==> config.mk <==
export PLATFORM = sky130hd
export DESIGN_NAME = multicycle_sequencer
export DESIGN_NICKNAME = d
export VERILOG_FILES = /design/src/rtl/multicycle_sequencer.sv
export SDC_FILE = /design/constraint.sdc
export NUM_CORES = 1
export LEC_CHECK = 0
export ABC_AREA = 1
export ABC_CLOCK_PERIOD_IN_PS = 2100
export BUFFER_PORTS_ARGS = -buffer_cell sky130_fd_sc_hd__buf_4
export CORE_MARGIN = 5
export CORE_UTILIZATION = 52
export DETAILED_ROUTE_END_ITERATION = 10
export HOLD_SLACK_MARGIN = 0.12
export PLACE_DENSITY_LB_ADDON = 0.3
export SYNTH_ARGS = -nofsm -noshare
export SYNTH_HDL_FRONTEND = slang
export SYNTH_SLANG_ARGS = --single-unit
==> constraint.sdc <==
create_clock -name clk -period 2.1 [get_ports clk]
set_input_delay 0.105 -clock clk [delete_from_list [all_inputs] [get_ports clk]]
set_output_delay 0.105 -clock clk [all_outputs]
set_load 0.01 [all_outputs]
==> src/rtl/multicycle_sequencer.sv <==
// multicycle_sequencer
// Multi-cycle FETCH/DECODE/EXECUTE/MEMORY/WRITEBACK control sequencer.
// Owns the program counter, instruction register, load-data latch,
// register-file write gating, retire/cycle counters and trap detection.
// Memories are variable latency and use a req/ready handshake. A request
// that waits TIMEOUT cycles without ready traps the core (TIMEOUT=0 disables).
//
// Ports:
//   clk, rst                  clock (rising edge), async active-low reset
//   halt                      hold in FETCH without issuing a new request
//   imem_req/addr/ready/rdata instruction fetch handshake
//   dec_reg_write/mem_write/mem_read  decoder control (stable DECODE..WRITEBACK)
//   branch_taken/target       control transfer resolved in EXECUTE
//   dmem_req/we/ready/rdata   data memory handshake
//   program_counter, instruction_register, load_data  architectural latches
//   register_write_enable     gated register-file write strobe
//   retire                    one-cycle pulse per completed instruction
//   state                     FETCH=0 DECODE=1 EXECUTE=2 MEMORY=3 WRITEBACK=4 TRAP=5
//   trap, trap_cause          sticky fault flag and cause (1 imem, 2 align, 3 dmem)
//   cycle_count, instret_count  free-running cycle and retired-instruction counters
module multicycle_sequencer #(
  parameter int              XLEN         = 32,
  parameter logic [XLEN-1:0] RESET_VECTOR = '0,
  parameter int              TIMEOUT      = 16,
  parameter int              CNT_W        = 32
) (
  input  logic             clk,
  input  logic             rst,
  input  logic             halt,
  output logic             imem_req,
  output logic [XLEN-1:0]  imem_addr,
  input  logic             imem_ready,
  input  logic [31:0]      imem_rdata,
  input  logic             dec_reg_write,
  input  logic             dec_mem_write,
  input  logic             dec_mem_read,
  input  logic             branch_taken,
  input  logic [XLEN-1:0]  branch_target,
  output logic             dmem_req,
  output logic             dmem_we,
  input  logic             dmem_ready,
  input  logic [XLEN-1:0]  dmem_rdata,
  output logic [XLEN-1:0]  program_counter,
  output logic [31:0]      instruction_register,
  output logic [XLEN-1:0]  load_data,
  output logic             register_write_enable,
  output logic             retire,
  output logic [2:0]       state,
  output logic             trap,
  output logic [1:0]       trap_cause,
  output logic [CNT_W-1:0] cycle_count,
  output logic [CNT_W-1:0] instret_count
);

  localparam int WAIT_W = (TIMEOUT < 2) ? 1 : $clog2(TIMEOUT + 1);

  typedef enum logic [2:0] {
    FETCH     = 3'd0,
    DECODE    = 3'd1,
    EXECUTE   = 3'd2,
    MEMORY    = 3'd3,
    WRITEBACK = 3'd4,
    TRAP      = 3'd5
  } state_t;

  state_t            state_q, state_d;
  logic [WAIT_W-1:0] wait_q;
  logic              fetch_pending;
  logic              taken_q;
  logic [XLEN-1:0]   target_q;
  logic              ir_load, ld_load, br_sample, trap_set, wait_inc;
  logic [1:0]        cause_d;
  logic              timeout_hit;

  // The wait counter trips on the cycle that would be the TIMEOUT-th wait.
  assign timeout_hit = (TIMEOUT != 0) && (wait_q == WAIT_W'(TIMEOUT - 1));

  assign state     = state_q;
  assign imem_addr = program_counter;
  assign trap      = (state_q == TRAP);

  // State register.
  always_ff @(posedge clk or negedge rst) begin
    if (!rst) state_q <= FETCH;
    else      state_q <= state_d;
  end

  // Next-state and output decode. Once a fetch is outstanding, halt no longer
  // withdraws it. The rst gate keeps imem_req low while reset is held.
  always_comb begin
    state_d               = state_q;
    imem_req              = 1'b0;
    dmem_req              = 1'b0;
    dmem_we               = 1'b0;
    register_write_enable = 1'b0;
    retire                = 1'b0;
    ir_load               = 1'b0;
    ld_load               = 1'b0;
    br_sample             = 1'b0;
    trap_set              = 1'b0;
    cause_d               = 2'd0;
    wait_inc              = 1'b0;
    case (state_q)
      FETCH: begin
        if (rst && (!halt || fetch_pending)) begin
          imem_req = 1'b1;
          if (imem_ready) begin
            ir_load = 1'b1;
            state_d = DECODE;
          end else if (timeout_hit) begin
            trap_set = 1'b1;
            cause_d  = 2'd1;
            state_d  = TRAP;
          end else begin
            wait_inc = (TIMEOUT != 0);
          end
        end
      end
      DECODE: state_d = EXECUTE;
      EXECUTE: begin
        br_sample = 1'b1;
        if (branch_taken && (branch_target[1:0] != 2'b00)) begin
          trap_set = 1'b1;
          cause_d  = 2'd2;
          state_d  = TRAP;
        end else if (dec_mem_read || dec_mem_write) begin
          state_d = MEMORY;
        end else begin
          state_d = WRITEBACK;
        end
      end
      MEMORY: begin
        dmem_req = 1'b1;
        dmem_we  = dec_mem_write;
        if (dmem_ready) begin
          ld_load = dec_mem_read && !dec_mem_write;
          state_d = WRITEBACK;
        end else if (timeout_hit) begin
          trap_set = 1'b1;
          cause_d  = 2'd3;
          state_d  = TRAP;
        end else begin
          wait_inc = (TIMEOUT != 0);
        end
      end
      WRITEBACK: begin
        register_write_enable = dec_reg_write;
        retire                = 1'b1;
        state_d               = FETCH;
      end
      TRAP:    state_d = TRAP;
      default: state_d = FETCH;
    endcase
  end

  // Datapath latches, counters and wait tracking. The wait counter and the
  // outstanding-fetch flag clear whenever the state changes.
  always_ff @(posedge clk or negedge rst) begin
    if (!rst) begin
      program_counter      <= RESET_VECTOR;
      instruction_register <= '0;
      load_data            <= '0;
      taken_q              <= 1'b0;
      target_q             <= '0;
      trap_cause           <= 2'd0;
      cycle_count          <= '0;
      instret_count        <= '0;
      wait_q               <= '0;
      fetch_pending        <= 1'b0;
    end else begin
      cycle_count <= cycle_count + CNT_W'(1);
      if (ir_load) instruction_register <= imem_rdata;
      if (ld_load) load_data <= dmem_rdata;
      if (br_sample) begin
        taken_q  <= branch_taken;
        target_q <= branch_target;
      end
      if (retire) begin
        instret_count   <= instret_count + CNT_W'(1);
        program_counter <= taken_q ? target_q : program_counter + XLEN'(4);
      end
      if (trap_set) trap_cause <= cause_d;
      if (state_d != state_q) begin
        wait_q        <= '0;
        fetch_pending <= 1'b0;
      end else begin
        if (wait_inc) wait_q <= wait_q + WAIT_W'(1);
        if (state_q == FETCH && imem_req) fetch_pending <= 1'b1;
      end
    end
  end

endmodule

==> flow_metrics.env <==
export IMPL_ys_flop_type="dfrtp_1"
export IMPL_grt_start_max_net_pins=118
export IMPL_power_internal_mw=10.9
export IMPL_setup_viol=0
export IMPL_leakagePower_nw=7.25
export IMPL_grt_overflow_total=0
export IMPL_clkLatencyLatePin_ns=0.50
export IMPL_chipHeight_um=151
export IMPL_vias=9810
export IMPL_hold_violations=0
export IMPL_grt_pass1_wl_mm=52.4
export IMPL_cp_top_family="buffers and inverters"
export IMPL_ys_types=36
export IMPL_met1_length_mm=12.3
export IMPL_port_buffers=307
export IMPL_first_pass_iters=6
export IMPL_sw_frac_of_total_pct=35.4
export IMPL_layout_drive_gt1_share_pct=27.6
export IMPL_worst_path_buf_inv=3
export IMPL_p_per_area_nw_per_um2=1150
export IMPL_dpl_worst_slack_ns=0.280
export IMPL_clk_path_buf_depth=3
export IMPL_clkPwrFrac_pct=24.8
export IMPL_pwr_share_comb_pct=37.3
export IMPL_fin_nets=1700
export IMPL_worstSetupPathType="flip-flop to flip-flop"
export IMPL_cts_inserted_buffers=23
export IMPL_track_usage_pct=29.0
export IMPL_root_buffer="clkbuf_16"
export IMPL_synth_most_common_cell="nand2_1"
export IMPL_rows=51
export IMPL_antenna_found_initial=1
export IMPL_clk_pin_slew_worst_paths_ns=0.06
export IMPL_synth_top_cell_area_share_pct=49.3
export IMPL_postSynthCellCount=1189
export IMPL_vdd_ir_drop_max_uv=1170
export IMPL_yosysSeqAreaShare_pct=49.3
export IMPL_drtIter0Drc=676
export IMPL_max_cap_violations=0
export IMPL_viasPerCell=5.24
export IMPL_avgSynthCellArea_um2=8.71
export IMPL_drc=0
export IMPL_relSlewSlack_pct=51.2
export IMPL_cp_start_kind="flip-flop"
export IMPL_cts_tree="built"
export IMPL_period_needed_ns=2.09
export IMPL_core_area_um2=19500
export IMPL_totalPowerFinal_mw=16.8
export IMPL_wl_per_cell_um=17.8
export IMPL_cts_sinks=204
export IMPL_netlist_area_um2=10400
export IMPL_synth_edf_count=0
export IMPL_hp_class="primary input to asynchronous set/reset pin"
export IMPL_skew_ns=0.0115
export IMPL_worstPathCellList="inv_2 -> nand3_2 -> inv_2 -> nand4_4 -> mux2_4 -> dlygate4sd3_1"
export IMPL_path_max_fanout=8
export IMPL_critPathSlowestCell="dlygate4sd3_1"
export IMPL_wl_mm=33.3
export IMPL_synth_top_area_cell="dfrtp_1"
export IMPL_synthTopCellsByArea="dfrtp_1 (49%), nand2_1 (12%), mux2_4 (4.4%)"
export IMPL_p_sw_mw=5.96
export IMPL_fin_crit_sh_pct=99.7
export IMPL_die_x_um=151
export IMPL_max_stage_delay_ns=0.59
export IMPL_crit_required_ns=2.48
export IMPL_initial_utilization_pct=53.0
export IMPL_crit_top_cell="inv_2"
export IMPL_async_flop_share_pct=100
export IMPL_place_gp_congestion=0.900
export IMPL_met2_wirelength_mm=16.8
export IMPL_setup_ws_ns=0.00683
export IMPL_synth_commonest_cells="nand2_1 (344), dfrtp_1 (204), nor2_1 (118)"
export IMPL_ioPinCount=308
export IMPL_htreeDepth=1
export IMPL_finalMaxSlewViolations=0
export IMPL_nFillCells=1351
export IMPL_seqPwrFrac_pct=37.9
export IMPL_ant_nets=0
export IMPL_tightest_slew_ns=0.731
export IMPL_fin_setup_tns_ns=0
export IMPL_max_freq_mhz=478
export IMPL_synth_seq_cells=204
export IMPL_critPathArrivalTime_ns=2.47
export IMPL_dr_wl_met3_mm=2.74
export IMPL_top_layer="met4"
export IMPL_grt_pass1_vias=10052
export IMPL_hpwl_mm=21.7
export IMPL_stdcell_area_um2=14700
export IMPL_status="finished clean"
export IMPL_area_growth_syn_to_layout_pct=41.6
export IMPL_ys_warn_count=0
export IMPL_die_area_um2=22800
export IMPL_place_area_um2=12700
export IMPL_crit_path_end_kind="flip-flop"
export IMPL_synth_fp_nets=1299
[state kept, by name (all words and copies together) (netlist names)]
register / cells
state: 3
imem_addr: 32
cycle_count: 32
wait_q: 5
instruction_register: 32
load_data: 32
fetch_pending: 1
target_q: 32
instret_count: 32
trap_cause: 2
taken_q: 1
[what timing repair did]
item,CTS,global route
endpoints found under the hold margin,131,0
endpoints found under the setup margin,0,4
buffers inserted,0,5
hold buffers,108,0
gates resized for setup,0,2
[cells by family (layout without fill, tap and decap cells)]
logic type	Yosys count	count (layout)	synth area share, %
AO/OA/AOI/OAI	87	87	4.51
XOR/XNOR	57	57	4.82
adder cells (fa/ha/maj)	5	5	0.604
buffers and inverters	174	591	8.03
flip-flops	204	204	49.3
multiplexers	64	64	8.05
other	0	1	0
AND/OR/NAND/NOR	598	598	24.7
[final timing paths]
kind / from / endpoint / slack (ns) / depth (start not counted)
worst max-delay path: state[2]$_DFF_PN0_ / load_data[14]$_DFFE_PN0P_ / 0.007 / 6
worst min-delay path: rst / target_q[20]$_DFFE_PN0N_ / 0.31 / 3
worst max register to register: state[2]$_DFF_PN0_ / load_data[14]$_DFFE_PN0P_ / 0.007 / 6
worst min register to register: trap_cause[1]$_DFFE_PN0P_ / trap_cause[1]$_DFFE_PN0P_ / 0.50 / 2
max in group asynchronous: rst / instret_count[21]$_DFFE_PN0P_ / 0.72 / 4
min in group clk: imem_rdata[30] / instruction_register[30]$_DFFE_PN0P_ / 0.37 / 3
[placed cells by master (no fill, tap or decap), types with 2 or more instances in the layout]
cell,instances
nand2_1,344
buf_4,320
dfrtp_1,203
nor2_1,118
inv_1,112
dlygate4sd3_1,108
nand3_1,54
o21ai_0,52
xor2_1,39
nor3_1,30
mux2_4,30
mux2_2,26
clkbuf_16,23
a21oi_1,19
xnor2_1,18
nand4_1,15
nand3b_1,12
nor2_2,9
mux2_1,8
clkbuf_1,7
inv_2,5
ha_1,5
clkbuf_8,5
nand3_2,4
o22ai_1,4
o211ai_1,4
buf_12,4
nand2_2,3
nor2_4,3
o221ai_1,3
bufinv_16,3
nor3b_1,2
a31oi_1,2
o21ai_1,2
clkinvlp_4,2
[worst register-to-register path, cell delays in order (launching register included)]
cell and delay, ns:
dfrtp_2 0.44, inv_2 0.12, nand3_2 0.14, inv_2 0.14, nand4_4 0.19, mux2_4 0.35, dlygate4sd3_1 0.59
[area by class of cell]
class / instances / area, um2 / share of cell area (%)
diodes: 1 / 2.50 / 0.0171
clock buffers: 34 / 657 / 4.48
clock inverters: 7 / 119 / 0.811
inverters: 117 / 439 / 3.00
multi-input cells: 811 / 4420 / 30.2
flip-flops and latches: 204 / 5110 / 34.8
well taps: 265 / 332 / 2.26
repair buffers: 433 / 3580 / 24.4
[per-stage QoR]
step | hold slack, ns | utilization, % | cells
floorplan | -0.191 | - | 1189
global placement | 0.195 | 65.3 | 1717
detailed placement | 0.201 | 65.3 | 1717
CTS | 0.275 | 74.8 | 1866
global route | 0.321 | 75.0 | 1872
finish | 0.306 | 75.0 | 1872
[power groups by stage]
stage / combinational, mW / sequential (mW) / clock [mW]
finish: 6.27 / 6.38 / 4.17
global route: 6.80 / 6.53 / 4.40
global placement: 5.74 / 6.23 / 0
detailed placement: 5.89 / 6.29 / 0
floorplan: 2.96 / 6.48 / 0
CTS: 6.14 / 6.26 / 4.21
[routing by layer]
metal,vias up,global-route usage (%)
li1,4572,-
met1,4634,35.3
met2,485,50.6
met3,119,6.10
met4,0,11.0
met5,-,0
No activity file was read; power rests on OpenSTA's default activity.
